===== src/rtl/uart_image_loader_if.sv =====
// Loader bus: the serial input and ack from the outside world, plus the
// byte-write port and status flags toward the image memory / NN stage.
interface uart_image_loader_if #(
    parameter int ADDR_W = 16
);
    logic              rx;
    logic              image_ack;
    logic              wr_en;
    logic [ADDR_W-1:0] wr_addr;
    logic [7:0]        wr_data;
    logic              image_written;
    logic              frame_err;
    logic              busy;

    // Loader side: drives the write port and status flags
    modport master (
        input  rx, image_ack,
        output wr_en, wr_addr, wr_data, image_written, frame_err, busy
    );

    // Environment side: drives the serial line and ack
    modport slave (
        output rx, image_ack,
        input  wr_en, wr_addr, wr_data, image_written, frame_err, busy
    );
endinterface


===== src/rtl/uart_image_loader.sv =====
// UART (8N1, LSB first) receiver that writes one image frame of IMAGE_BYTES
// bytes to consecutive memory addresses, then holds until the consumer acks.
module uart_image_loader #(
    parameter int CLKS_PER_BIT = 4,
    parameter int IMAGE_BYTES  = 784,
    parameter int ADDR_W       = 16
) (
    input  logic                  clk,
    input  logic                  reset,
    uart_image_loader_if.master   bus
);
    localparam int CW = $clog2(CLKS_PER_BIT);
    localparam logic [CW-1:0]     HALF_LAST = CW'(CLKS_PER_BIT/2 - 1);
    localparam logic [CW-1:0]     BIT_LAST  = CW'(CLKS_PER_BIT - 1);
    localparam logic [ADDR_W-1:0] LAST_ADDR = ADDR_W'(IMAGE_BYTES - 1);

    typedef enum logic [2:0] {S_IDLE, S_START, S_DATA, S_STOP, S_BREAK, S_DONE} state_t;

    state_t            state_q, state_d;
    logic [1:0]        sync_q, sync_d;
    logic [CW-1:0]     cnt_q, cnt_d;
    logic [2:0]        bit_q, bit_d;
    logic [7:0]        shift_q, shift_d;
    logic [ADDR_W-1:0] byte_cnt_q, byte_cnt_d;
    logic              wr_en_q, wr_en_d;
    logic [ADDR_W-1:0] wr_addr_q, wr_addr_d;
    logic [7:0]        wr_data_q, wr_data_d;
    logic              iw_q, iw_d;
    logic              fe_q, fe_d;
    logic              rxs;

    assign rxs = sync_q[1];

    // State register; sync resets to the idle line level so reset looks like no start bit
    always_ff @(posedge clk or posedge reset) begin
        if (reset) begin
            state_q    <= S_IDLE;
            sync_q     <= 2'b11;
            cnt_q      <= '0;
            bit_q      <= '0;
            shift_q    <= '0;
            byte_cnt_q <= '0;
            wr_en_q    <= 1'b0;
            wr_addr_q  <= '0;
            wr_data_q  <= '0;
            iw_q       <= 1'b0;
            fe_q       <= 1'b0;
        end else begin
            state_q    <= state_d;
            sync_q     <= sync_d;
            cnt_q      <= cnt_d;
            bit_q      <= bit_d;
            shift_q    <= shift_d;
            byte_cnt_q <= byte_cnt_d;
            wr_en_q    <= wr_en_d;
            wr_addr_q  <= wr_addr_d;
            wr_data_q  <= wr_data_d;
            iw_q       <= iw_d;
            fe_q       <= fe_d;
        end
    end

    // Next-state: mid-bit sampling driven from the start-bit midpoint, write on good stop
    always_comb begin
        state_d    = state_q;
        sync_d     = {sync_q[0], bus.rx};
        cnt_d      = cnt_q;
        bit_d      = bit_q;
        shift_d    = shift_q;
        byte_cnt_d = byte_cnt_q;
        wr_en_d    = 1'b0;
        wr_addr_d  = wr_addr_q;
        wr_data_d  = wr_data_q;
        fe_d       = 1'b0;
        iw_d       = iw_q;

        // Flag rises the cycle after the final address is written
        if (wr_en_q && wr_addr_q == LAST_ADDR) iw_d = 1'b1;

        case (state_q)
            S_IDLE: begin
                if (!rxs) begin
                    state_d = S_START;
                    cnt_d   = '0;
                end
            end
            S_START: begin
                if (cnt_q == HALF_LAST) begin
                    cnt_d = '0;
                    bit_d = '0;
                    // Line back high at mid-start means a glitch, not a character
                    state_d = rxs ? S_IDLE : S_DATA;
                end else begin
                    cnt_d = cnt_q + 1'b1;
                end
            end
            S_DATA: begin
                if (cnt_q == BIT_LAST) begin
                    cnt_d          = '0;
                    shift_d[bit_q] = rxs;
                    if (bit_q == 3'd7) state_d = S_STOP;
                    else               bit_d   = bit_q + 1'b1;
                end else begin
                    cnt_d = cnt_q + 1'b1;
                end
            end
            S_STOP: begin
                if (cnt_q == BIT_LAST) begin
                    cnt_d = '0;
                    if (rxs) begin
                        wr_en_d   = 1'b1;
                        wr_addr_d = byte_cnt_q;
                        wr_data_d = shift_q;
                        // Counter saturates at the last address; ack clears it
                        if (byte_cnt_q == LAST_ADDR) begin
                            state_d = S_DONE;
                        end else begin
                            byte_cnt_d = byte_cnt_q + 1'b1;
                            state_d    = S_IDLE;
                        end
                    end else begin
                        fe_d    = 1'b1;
                        state_d = S_BREAK;
                    end
                end else begin
                    cnt_d = cnt_q + 1'b1;
                end
            end
            S_BREAK: begin
                if (rxs) state_d = S_IDLE;
            end
            S_DONE: begin
                if (bus.image_ack) begin
                    state_d    = S_IDLE;
                    byte_cnt_d = '0;
                    iw_d       = 1'b0;
                end
            end
            default: state_d = S_IDLE;
        endcase
    end

    assign bus.wr_en         = wr_en_q;
    assign bus.wr_addr       = wr_addr_q;
    assign bus.wr_data       = wr_data_q;
    assign bus.image_written = iw_q;
    assign bus.frame_err     = fe_q;
    assign bus.busy          = (state_q != S_IDLE) && (state_q != S_DONE);
endmodule


===== src/flat_wrapper.sv =====
// flat-port wrapper written by rule: the top's interface ports become plain ports
module uart_image_loader_flat 
#(
    parameter int CLKS_PER_BIT = 4,
    parameter int IMAGE_BYTES  = 784,
    parameter int ADDR_W       = 16
)
  (clk, reset, bus_rx, bus_image_ack, bus_wr_en, bus_wr_addr, bus_wr_data, bus_image_written, bus_frame_err, bus_busy);
  uart_image_loader_if #(.ADDR_W(ADDR_W)) bus_i ();
  input  logic clk;
  input  logic reset;
  input wire logic [$bits(bus_i.rx)-1:0] bus_rx;
  input wire logic [$bits(bus_i.image_ack)-1:0] bus_image_ack;
  output wire logic [$bits(bus_i.wr_en)-1:0] bus_wr_en;
  output wire logic [$bits(bus_i.wr_addr)-1:0] bus_wr_addr;
  output wire logic [$bits(bus_i.wr_data)-1:0] bus_wr_data;
  output wire logic [$bits(bus_i.image_written)-1:0] bus_image_written;
  output wire logic [$bits(bus_i.frame_err)-1:0] bus_frame_err;
  output wire logic [$bits(bus_i.busy)-1:0] bus_busy;
  assign bus_i.rx = bus_rx;
  assign bus_i.image_ack = bus_image_ack;
  assign bus_wr_en = bus_i.wr_en;
  assign bus_wr_addr = bus_i.wr_addr;
  assign bus_wr_data = bus_i.wr_data;
  assign bus_image_written = bus_i.image_written;
  assign bus_frame_err = bus_i.frame_err;
  assign bus_busy = bus_i.busy;
  uart_image_loader #(.CLKS_PER_BIT(CLKS_PER_BIT), .IMAGE_BYTES(IMAGE_BYTES), .ADDR_W(ADDR_W)) u_core (.clk(clk), .reset(reset), .bus(bus_i));
endmodule

===== config.mk =====
export PLATFORM = sky130hd
export DESIGN_NAME = uart_image_loader_flat
export DESIGN_NICKNAME = d
export VERILOG_FILES = /design/src/rtl/uart_image_loader_if.sv /design/src/rtl/uart_image_loader.sv /design/src/flat_wrapper.sv
export SDC_FILE = /design/constraint.sdc
export NUM_CORES = 1
export LEC_CHECK = 0
export CORE_ASPECT_RATIO = 0.8
export CORE_MARGIN = 5
export CORE_UTILIZATION = 51
export DETAILED_ROUTE_END_ITERATION = 8
export GPL_TIMING_DRIVEN = 0
export MAX_ROUTING_LAYER = met4
export PLACE_DENSITY_LB_ADDON = 0.3
export SETUP_SLACK_MARGIN = 0.15
export SLEW_MARGIN = 20
export SYNTH_ARGS = -nofsm -noshare
export SYNTH_HDL_FRONTEND = slang
export SYNTH_SLANG_ARGS = --single-unit

===== constraint.sdc =====
create_clock -name clk -period 1.65 [get_ports clk]
set_input_delay 0.2475 -clock clk [delete_from_list [all_inputs] [get_ports clk]]
set_output_delay 0.2475 -clock clk [all_outputs]
set_load 0.05 [all_outputs]

# == Yosys cells after proc, flatten, opt, wreduce, memory -nomap -nowiden ==
# Index checks and enable logic that the tools add are counted.
# word_totals
ff_bits,61
in_bits,4
output_inout_bits,28
# op_classes
addsub,3
magnitude_cmp,2
eq_ne,21
n_mux,36
n_reduce_logical,15
# op_table
op,count
16-bit 2-to-1 mux,4
3-bit 2-to-1 mux,12
16-bit by 10-bit == test with 1-bit output (second input constant),2
16-bit one-hot mux with 2 select lines,1
3-bit one-hot mux with 6 select lines,1
16-bit by 1-bit adder with 16-bit output (second input constant),1
2-bit by 1-bit != test with 1-bit output (second input constant),6
1-bit 2-to-1 mux,10
3-bit == test (second input constant),3
8-bit bitwise mux,1
2-bit 2-to-1 mux,4
2-bit != test (second input constant),4
7-bit AND reduction,1
3-bit by 2-bit == test with 1-bit output (second input constant),2
2-bit one-hot mux with 3 select lines,1
3-bit one-hot mux with 2 select lines,1
3-bit nonzero test,2
5-bit AND reduction,1
3-bit by 4-bit < comparator with 1-bit output (second input constant),1
2-bit AND reduction,2
4-bit AND reduction,1
2-bit nonzero test,2
3-bit by 1-bit adder with 3-bit output (second input constant),1
1-bit demux with 3-bit select,1
other kinds (10),12

# == Logic depth before layout (Yosys ltp) ==
# logic_depth
ltp_word,5
mapped_depth,9

# == Worst setup path after synthesis ==
# No wires, ideal clock.
# synth_timing
path_type,register to output
startpoint,register u_core.state_q[2]
endpoint,output bus_busy
arrival_time_ns,1.867
required_time_ns,1.402
slack_ns,-0.464
path_stages_with_launch,5
cell_sequence,dfrtp_1 -> buf_1 -> inv_1 -> nor2_1 -> o21ai_0
# synth_via
elab_chain_len,2
word_cells_on_any_way,3
cone_classes,1 x eq/ne; 2 x reduce/logical
# synth_rtl
element,line,source
"start, declared",uart_image_loader.sv:19,"state_t state_q, state_d;"
"start signal, assigned",uart_image_loader.sv:49,state_q <= state_d;
3-bit != test / 3-bit nonzero test (equally long branches),uart_image_loader.sv:148,assign bus.busy = (state_q != S_IDLE) && (state_q != S_DONE);
1-bit logical AND *,uart_image_loader.sv:148,
"end, declared",flat_wrapper.sv:19,output wire logic [$bits(bus_i.busy)-1:0] bus_busy;
# Every way passes the cells marked *; elsewhere a longest branch is shown, timed or not.

# == Worst setup path in the final report ==
# layout_timing
startpoint,register u_core.byte_cnt_q[4]
endpoint,register u_core.byte_cnt_q[12]
# layout_via
elab_chain_len,5
word_cells_on_any_way,8
cone_classes,1 x add/sub; 2 x eq/ne; 4 x mux; 1 x reduce/logical
# layout_rtl
element,line,source
"start, declared",uart_image_loader.sv:24,"logic [ADDR_W-1:0] byte_cnt_q, byte_cnt_d;"
"start signal, assigned",uart_image_loader.sv:54,byte_cnt_q <= byte_cnt_d;
16-bit by 1-bit adder with 16-bit output,uart_image_loader.sv:118,byte_cnt_d = byte_cnt_q + 1'b1;
16-bit 2-to-1 mux,uart_image_loader.sv:115,if (byte_cnt_q == LAST_ADDR) begin
16-bit 2-to-1 mux,uart_image_loader.sv:110,if (rxs) begin
16-bit 2-to-1 mux,uart_image_loader.sv:108,if (cnt_q == BIT_LAST) begin
16-bit one-hot mux with 2 select lines,uart_image_loader.sv:80,case (state_q)
# Parallel ways exist; a longest one is shown, timed or not. The select of a mux whose other input is x is not followed.
# A chain may end at the register's enable or synchronous reset.

==> impl_summary.txt <==
----------------------------------------------------
[Timing]
  Final Hold Vio Count ... 0
  Achievable frequency ... ~0.53 GHz
  Hold_ws ... around 0.31 ns
  Slew Limit Fails ... 0
  Portion of the clock cycle consumed by the worst path in the final layout ... 114%
  Unrepaired setup endpoints after global routing ... yes
  Sum of negative setup slack ... -3.66 ns
  Worst relative slew slack ... between 40% and 50%
  Transition time at the pin with the least slew margin ... 0.751 ns
  Fin worst setup slack ... -0.232 ns
  Worst Clk Skew ... around 0.023 ns
  Final Setup Violations ... 42
  Minimum period implied by the final worst setup slack ... roughly 1.9 ns

[Worst setup path]
  Slowest cell on crit path ... dfrtp_1
  Family of cells with the greatest summed delay on the critical path ... simple AND/OR/NAND/NOR gates
  Last element of the critical path ... u_core.byte_cnt_q[12]
  Cells along the critical path ... buf_6, and4_1, nand2_1, o21ai_0, a31oi_1
  CP Class ... flop to flop
  Data arrival time of the critical path ... ~2.1 ns
  R2r worst-path depth ... 5
  Required time worst endpoint ... between 1.5 and 2 ns
  Flop-to-flop setup slack ... -0.23 ns
  Kind of capture point of the worst setup path ... flop
  Startpoint of the most critical setup path ... u_core.byte_cnt_q[4]
  Highest net fanout along the worst path ... 9
  Worst path max stage delay ... 0.47 ns
  Crit path depth ... 5
  Number of buffer and inverter instances along the worst setup path ... 1
  Type of element launching the critical path ... flop
  Endpoint of the lowest-slack register-to-register path ... u_core.byte_cnt_q[12]
  Startpoint of the worst-slack reg-to-reg timing path ... u_core.byte_cnt_q[4]

[Placed design]
  Buffers added on ports ... 31
  Routability congestion estimate from global placement ... 0.934
  Post-detailed-placement half-perimeter wirelength ... 4930 µm
  Placed Cells ... roughly 420

[Yosys]
  Net count after synthesis ... roughly 320
  Count of cell types in the netlist ... 52
  Average size of a mapped cell ... 9.56 µm²
  Synthesized area ... slightly below 3000 µm²
  Syn. warnings ... 0
  Flip-flop cell with the highest count after synthesis ... dfrtp_1
  Synthesized flop and latch total ... 61
  Share of the yosys chip area belonging to registers ... 51.4%
  Synthesized instance count ... between 300 and 400
  Fraction of synthesis flops using an asynchronous set or reset pin ... between 90% and 100%
  Number of enable-type register cells in the synthesized netlist ... 0

[Routing]
  DRC ... 0
  Met3 wire len ... between 1500 and 2000 µm
  Starting DRT DRC Count ... 415
  Via count ... 3286
  Via count normalized by instance count ... slightly below 7
  Iteration count of the initial detailed-routing pass ... 6
  DRT antenna net count ... 0
  DR WL/cell ... ~25 µm
  Post-Route M1 WL ... 4460 µm
  Total wire length after detailed routing ... ~12000 µm
  Met2 WL ... about 5600 µm
  Highest signal layer in the routed design ... met4

[Min path]
  Startpoint of the lowest-slack hold path ... bus_rx
  Worst min-delay path category ... primary input to flop

[Die]
  Overall die area ... around 7500 µm²
  Horizontal die dimension ... roughly 95 µm
  Core area ... about 5600 µm²
  Initial standard-cell utilization of the core ... between 50% and 60%
  Row cnt ... 24
  Die Ht ... between 70 and 80 µm
  Ports placed on the boundary ... 32

[Job]
  Max-capacitance violation count ... 0

[Power and ir drop]
  Overall power ... 8.68 mW
  P per Cell Area ... about 1800 nW/µm²
  P_leak ... approximately 2.2 nW
  Max IR drop VDD ... around 1.1 mV

[Global routing]
  Number of antenna violations at the first check in global routing ... 0
  Total global routing track utilization ... between 20 and 30%
  Wire length of the first global-routing pass ... roughly 16000 µm
  Maximum number of pins on one net before global-route repair ... 33
  Vias in the first global route ... between 2000 and 3000
  Overflow after GRT ... 0

[Clock network]
  Reg clk slew, reported paths ... approximately 0.080 ns
  CTS Buf Count ... 9
  TritonCTS clock tree ... yes
  CTS H-tree lvls ... 3
  Sinks on Clock Net ... roughly 60
  Maximum clock path buffer count ... 2
  Cell at the root of the clock tree ... clkbuf_8
  Clock insertion delay at the later pin of the skew report ... ~0.37 ns

[Layout]
  Area delta synth->final ... 59.5%
  Share of final-layout standard cells stronger than drive strength 1 ... between 50% and 60%
  Final core utilization ... between 80 and 90%
  N_diodes ... 0
  Final #Nets ... ~410
  Final instance count without filler cells ... 486

[Outcome]
  Failing checks ... setup timing
  Result of the run ... complete, but fails checks

----------------------------------------------------
[sequential cells by signal, indices dropped and copies added, names as in the netlist]
name	cells
u_core.bit_q	3
u_core.cnt_q	2
u_core.byte_cnt_q	16
u_core.bus.wr_en	1
u_core.bus.wr_addr	16
u_core.shift_q	8
u_core.state_q	3
u_core.sync_q	2
u_core.bus.frame_err	1
u_core.bus.image_written	1
u_core.bus.wr_data	8
[repair_timing]
item,in CTS,in global routing
hold buffers,0,0
endpoints found under the setup margin,84,72
resized for setup,150,97
cloned,7,1
buffers inserted,20,21
pin swaps,41,25
[cells in the mapped netlist, types with 4 or more instances]
cell | number | area share, %
buf_2 | 4 | 0.67
nor2_1 | 6 | 0.76
a31oi_1 | 14 | 2.9
mux2_2 | 9 | 3.4
dfrtp_1 | 59 | 50
nand3_1 | 10 | 1.7
a21oi_1 | 7 | 1.2
nand4_1 | 7 | 1.5
inv_1 | 15 | 1.9
ha_1 | 6 | 2.5
nor3_1 | 9 | 1.5
o21ai_0 | 12 | 2.0
clkbuf_1 | 6 | 0.76
mux2i_1 | 4 | 1.3
nand2_1 | 78 | 9.8
nor4_1 | 4 | 0.84
[layout by cell type, fill, tap and decap left out, types with 5 or more instances in the layout]
cell type and n:
nand2_1 39, buf_8 5, nand4_1 7, buf_2 5, o21ai_0 5, nand2_2 29
mux2_4 5, nor2_1 6, a31oi_1 7, o21ai_1 5, dfrtp_1 47, clkbuf_2 15
inv_1 12, clkdlybuf4s15_2 8, clkbuf_8 10, buf_6 18, dfrtp_2 12, buf_4 32
nand3_1 9, nand2_4 9
[through the flow]
step / setup WS [ns] / instance area (µm²)
5_1_grt: -0.275 / 4740
2_1_floorplan: -0.103 / 3110
3_5_place_dp: -0.440 / 3540
4_1_cts: -0.0882 / 4360
6_report: -0.232 / 4740
3_3_place_gp: -0.419 / 3520
[kinds of logic (layout without fill, tap and decap cells)]
| group | Yosys count | count (layout) | synth area share [%] |
|---|---|---|---|
| mux | 13 | 13 | 4.75 |
| fa+ha+maj | 6 | 6 | 2.52 |
| buf+inv | 34 | 131 | 5.38 |
| compound gates | 63 | 63 | 14.2 |
| flops | 61 | 61 | 51.4 |
| simple gates | 134 | 134 | 21.8 |
[power by group]
part	total [mW]	switching [mW]	internal (mW)
Sequential	2.50	0.622	1.88
Combinational	4.64	2.85	1.79
Clock	1.54	0.692	0.848
Total	8.68	4.16	4.52
[per-layer routing]
layer | global-route usage, % | up-vias
met5 | - | -
met4 | 11.8 | 0
met3 | 9.37 | 97
met2 | 44.2 | 307
met1 | 36.1 | 1587
li1 | - | 1295
[worst min-delay path by stage]
stage / to / slack (ns) / depth (start not counted)
after floorplan: u_core.sync_q[0] / 0.25 / 0
after global routing: u_core.sync_q[0] / 0.30 / 1
after global placement: u_core.sync_q[1] / 0.35 / 0
final: u_core.sync_q[0] / 0.31 / 1
after detailed placement: u_core.sync_q[1] / 0.35 / 0
after CTS: u_core.sync_q[0] / 0.31 / 1
[area by class of cell]
class	count	area (µm²)
multi-input cells	216	1840
clock inverters	6	87.6
flip-flops and latches	61	1540
inverters	16	73.8
plain buffers	18	231
well taps	78	97.6
clock buffers	10	128
repair buffers	81	737
fillers	220	812
Note: power is estimated with default switching activity, not from simulation.
